===== src/rtl/fifo_async_read_ptr_ctrl.sv =====
// Read-domain pointer and flag controller for an asynchronous FIFO.
// Runs on RCLK. It owns the binary and Gray read pointers and drives the RAM
// read address. The write-side Gray pointer is brought in through a 2-FF
// synchronizer. EMPTY, ALMOST_EMPTY, LEVEL, RD_VALID and a sticky UNDERFLOW
// flag are all registered.
//
// Read handshake: R_EN is a request. It is accepted (rd_ok) only while the
// registered EMPTY is low. An accepted read advances the pointer on that edge,
// and RD_VALID is high in the following cycle, when the registered RAM output
// holds the word addressed by RADDR during the accept cycle. A request made
// while EMPTY is high is not accepted. It sets UNDERFLOW and does not move the
// pointers.
module fifo_async_read_ptr_ctrl #(
    parameter int PTR_WIDTH = 4,
    parameter int AE_THRESH = 1
) (
    input  logic                 RCLK,
    input  logic                 NRST,
    input  logic                 R_EN,
    input  logic                 CLR_ERR,
    input  logic [PTR_WIDTH-1:0] WPTR_G,
    output logic [PTR_WIDTH-2:0] RADDR,
    output logic [PTR_WIDTH-1:0] RPTR_B,
    output logic [PTR_WIDTH-1:0] RPTR_G,
    output logic                 EMPTY,
    output logic                 ALMOST_EMPTY,
    output logic [PTR_WIDTH-1:0] LEVEL,
    output logic                 RD_VALID,
    output logic                 UNDERFLOW
);

    // Threshold in pointer arithmetic width. The legal range (0..depth-1)
    // always fits.
    localparam logic [PTR_WIDTH-1:0] AE_TH = PTR_WIDTH'(AE_THRESH);

    // Gray to binary. Each binary bit is the XOR of all Gray bits at or above
    // it.
    function automatic logic [PTR_WIDTH-1:0] gray2bin(input logic [PTR_WIDTH-1:0] g);
        logic [PTR_WIDTH-1:0] b;
        b[PTR_WIDTH-1] = g[PTR_WIDTH-1];
        for (int i = PTR_WIDTH - 2; i >= 0; i--) begin
            b[i] = b[i+1] ^ g[i];
        end
        return b;
    endfunction

    // Synchronizer stages. Only the second stage is ever used.
    logic [PTR_WIDTH-1:0] wsync1_q;
    logic [PTR_WIDTH-1:0] wsync2_q;

    // Pointer and flag state.
    logic [PTR_WIDTH-1:0] rptr_b_q,    rptr_b_d;
    logic [PTR_WIDTH-1:0] rptr_g_q,    rptr_g_d;
    logic                 empty_q,     empty_d;
    logic                 aempty_q,    aempty_d;
    logic [PTR_WIDTH-1:0] level_q,     level_d;
    logic                 rd_valid_q,  rd_valid_d;
    logic                 underflow_q, underflow_d;

    logic                 rd_ok;
    logic [PTR_WIDTH-1:0] wptr_b_sync;

    // Bring the write pointer into RCLK. Gray coding limits any sampling
    // ambiguity to one step.
    always_ff @(posedge RCLK or negedge NRST) begin
        if (!NRST) begin
            wsync1_q <= '0;
            wsync2_q <= '0;
        end else begin
            wsync1_q <= WPTR_G;
            wsync2_q <= wsync1_q;
        end
    end

    // Next-state logic. A read is accepted only against the registered EMPTY.
    // Flags use the post-increment pointer, so an accepted read is reflected
    // at the same edge.
    always_comb begin
        wptr_b_sync = gray2bin(wsync2_q);
        rd_ok       = R_EN & ~empty_q;

        rptr_b_d    = rptr_b_q + PTR_WIDTH'(rd_ok);
        rptr_g_d    = (rptr_b_d >> 1) ^ rptr_b_d;

        // Gray comparison over the full width, wrap bit included.
        empty_d     = (rptr_g_d == wsync2_q);
        level_d     = wptr_b_sync - rptr_b_d;
        aempty_d    = (level_d <= AE_TH);

        rd_valid_d  = rd_ok;

        // A new underflow in the same cycle takes priority over CLR_ERR.
        if (R_EN && empty_q) begin
            underflow_d = 1'b1;
        end else if (CLR_ERR) begin
            underflow_d = 1'b0;
        end else begin
            underflow_d = underflow_q;
        end
    end

    // Register the pointers and flags. Reset leaves the FIFO logically empty.
    always_ff @(posedge RCLK or negedge NRST) begin
        if (!NRST) begin
            rptr_b_q    <= '0;
            rptr_g_q    <= '0;
            empty_q     <= 1'b1;
            aempty_q    <= 1'b1;
            level_q     <= '0;
            rd_valid_q  <= 1'b0;
            underflow_q <= 1'b0;
        end else begin
            rptr_b_q    <= rptr_b_d;
            rptr_g_q    <= rptr_g_d;
            empty_q     <= empty_d;
            aempty_q    <= aempty_d;
            level_q     <= level_d;
            rd_valid_q  <= rd_valid_d;
            underflow_q <= underflow_d;
        end
    end

    // Outputs come straight from registers. The RAM address drops the wrap bit.
    always_comb begin
        RADDR        = rptr_b_q[PTR_WIDTH-2:0];
        RPTR_B       = rptr_b_q;
        RPTR_G       = rptr_g_q;
        EMPTY        = empty_q;
        ALMOST_EMPTY = aempty_q;
        LEVEL        = level_q;
        RD_VALID     = rd_valid_q;
        UNDERFLOW    = underflow_q;
    end

endmodule


===== config.mk =====
export PLATFORM = sky130hd
export DESIGN_NAME = fifo_async_read_ptr_ctrl
export DESIGN_NICKNAME = d
export VERILOG_FILES = /design/src/rtl/fifo_async_read_ptr_ctrl.sv
export SDC_FILE = /design/constraint.sdc
export NUM_CORES = 1
export LEC_CHECK = 0
export CORE_MARGIN = 2
export CORE_UTILIZATION = 23
export CTS_CLUSTER_SIZE = 12
export DETAILED_ROUTE_END_ITERATION = 10
export PLACE_DENSITY = 0.41
export SYNTH_ARGS = -nofsm -noshare
export SYNTH_HDL_FRONTEND = slang
export SYNTH_SLANG_ARGS = --single-unit

===== constraint.sdc =====
create_clock -name RCLK -period 2.8 [get_ports RCLK]
set_input_delay 0.28 -clock RCLK [delete_from_list [all_inputs] [get_ports RCLK]]
set_output_delay 0.28 -clock RCLK [all_outputs]
set_load 0.005 [all_outputs]

==> summary.md <==
| Metric | Value |
|---|---|
| Setup Fix Bufs, Post-CTS | 0 |
| WP data required | 2.99 ns |
| Die W | between 60 and 70 um |
| Worst R2R End | ALMOST_EMPTY |
| Worst r2r src | EMPTY |
| Synth warn | 0 |
| Chip Height | between 60 and 70 um |
| H-tree depth | 1 |
| Clock transition at path regs | about 0.08 ns |
| HP Class | reg2reg |
| Worst-skew pair later-pin latency | between 0.2 and 0.3 ns |
| Synth top area cells | dfrtp_1 54%, xor2_1 8.1%, ha_1 6.4%, dfstp_2 5.4%, xnor2_1 4.5% |
| RSZ-0062 raised after global routing | false |
| Post-route DRC | 0 |
| Drt first pass iters | 3 |
| Critical path class | in2reg |
| Crit path from | R_EN |
| Clock Tree Root | clkbuf_8 |
| Tcrit/Tclk final | a little under 90% |
| # Max-Cap Violations | 0 |
| GRT Overall Usage | approximately 8.9% |
| Routed vias/inst | about 4 |
| Outcome | completed |
| Effective utilization at floorplan | 24.1% |
| Synth Instances | 68 |
| Share of post-route cells with drive strength above 1 | between 10% and 20% |
| CTS tree | yes |
| Mapped cell area | ~970 um2 |
| DR iter-0 viols | 9 |
| Clk_skew | roughly 0.0016 ns |
| First-pass GRT wire length | around 3000 um |
| Hpwl dp | 1250 um |
| Final wirelength | 1680 um |
| CTS Hold Bufs | 0 |
| Largest net degree at the start of global routing | 24 |
| Syn_nets | roughly 80 |
| Crit path launch type | primary input |
| Total CTS buffers | 3 |
| Final setup viols | 0 |
| Max Slew Vio Count | 0 |
| Initial antenna violation count | 0 |
| FP Rows | 23 |
| Port-buffer cells | 26 |
| Total number of vias | 591 |
| Synth Register Bits | 23 |
| Slew HR | between 80% and 90% |
| VDD IR max | 0.364 mV |
| Synth Area per Inst | 14.3 um2 |
| Most frequent cells in the layout | 26 x clkdlybuf4s50_1, 21 x dfrtp_1, 9 x xor2_1 |
| Filler cells | 412 |
| Pwr Density | 1170 mW/mm2 |
| Register area share after synthesis | 59.5% |
| P_leak | 0.589 nW |
| Post-synth top area share | between 50% and 60% |
| Grt total ovfl | 0 |
| GPL Wtd Cong | around 0.74 |
| Arrival time worst endpoint | roughly 2.7 ns |
| Multi-input gate area | around 340 um2 |
| Pin slew with the least headroom to its limit | just under 0.3 ns |
| Final non-filler cell total | between 100 and 150 |
| Fin. Hold Viols | 0 |
| Core box area | 0.00403 mm2 |
| Commonest non-fill, non-tap cell in the layout | clkdlybuf4s50_1 |
| Nets | 112 |
| Reg2Reg Depth | 10 |
| Final Critical Period | around 2.5 ns |
| Area Overhead vs Synth | 38.4% |
| Drt wl/cell | 11.4 um |
| Synth area leader | dfrtp_1 |
| Worst Path Max Fanout | 2 |
| FF+latch area | 578 um2 |
| Final setup TNS | 0 ns |
| Die ar. | between 0.004 and 0.005 mm2 |
| Post-cts repair resize count | 0 |
| Placed cells | approximately 140 |
| R2r setup slk | 0.33 ns |
| Clk buf depth | 2 |
| Worst Setup EP | ALMOST_EMPTY |
| Post-route ant nets | 0 |
| Clk sinks | 23 |
| IO Count | 27 |
| Count of unique library cells instantiated by Yosys | 22 |
| Critical path capture point type | flop |
| Max frequency | 0.400 GHz |
| Diode count | 0 |
| Vias in the first global route | around 640 |
-- worst max-delay path, stage by stage --
cell and delay [ns]:
clkdlybuf4s50_1 0.47, nor2b_1 0.18, ha_1 0.20, ha_1 0.19
xor2_1 0.20, inv_1 0.06, ha_1 0.29, or3b_2 0.47
o311ai_4 0.10, xnor2_1 0.12, nor3_2 0.12
-- cell families after synthesis --
family	synth area share, %
simple gates	5.28
buf+inv	5.80
xor+xnor	17.4
fa+ha+maj	6.44
compound gates	5.54
flops	59.5
-- registers in the layout (all words and copies together) (netlist names) --
register / flops
wsync2_q: 4
ALMOST_EMPTY: 1
LEVEL: 4
RPTR_G: 3
RPTR_B: 4
RD_VALID: 1
UNDERFLOW: 1
EMPTY: 1
wsync1_q: 4
-- cells in the mapped netlist, drive strengths merged --
cell type	n
o21bai	1
inv	6
or3b	1
clkbuf	1
dfrtp	21
dfstp	2
a211oi	1
o21ai	1
xor2	9
buf	4
xnor3	2
or3	1
xnor2	5
nor2b	1
nor3	1
ha	5
a21boi	1
nand3	2
nand2	1
and2	1
o311ai	1
-- per-stage QoR --
step                setup WS, ns  hold slack [ns]  utilization (%)  area [um2]  power [W]
CTS                        0.307            0.359             33.4        1340    0.00161
global placement          0.0743            0.332             32.2        1300    0.00139
finish                     0.302            0.355             33.4        1340    0.00157
floorplan                  0.297          -0.0156                -         971    0.00102
detailed placement        0.0372            0.339             32.2        1300    0.00139
global route              0.0786            0.371             33.4        1340    0.00172
-- how the worst min path moves through the flow --
stage	to	slack [ns]	start	depth (start not counted)
final	wsync2_q[0]	0.35	wsync1_q[0]	0
after detailed placement	wsync2_q[1]	0.34	wsync1_q[1]	0
after global routing	wsync2_q[3]	0.37	wsync1_q[3]	0
after global placement	wsync2_q[2]	0.33	wsync1_q[2]	0
after CTS	wsync2_q[1]	0.36	wsync1_q[1]	0
after floorplan	LEVEL[0]	-0.02	NRST	0
-- power breakdown --
| group | internal (W) | switching (W) |
|---|---|---|
| sequential | 0.000452 | 0.0000631 |
| clock | 0.0000994 | 0.000106 |
| combinational | 0.000497 | 0.000356 |
-- layer usage --
| metal | track usage (%) | vias up | routed length, um |
|---|---|---|---|
| met3 | 2.60 | 5 | 107 |
| met4 | 5.15 | 0 | 36 |
| met5 | 0 | - | 0 |
| met1 | 10.8 | 293 | 757 |
| met2 | 14.2 | 20 | 778 |
| li1 | - | 273 | - |
-- area by class of cell --
type                       count  area share (%)
clock inverter                 1           0.372
tap                           50            4.66
inverter                       6            1.68
clock buffer                   3            3.07
timing repair buffer          31            22.2
sequential                    23            43.0
multi-input combinational     34            25.0
Note: power is estimated with default switching activity, not from simulation.
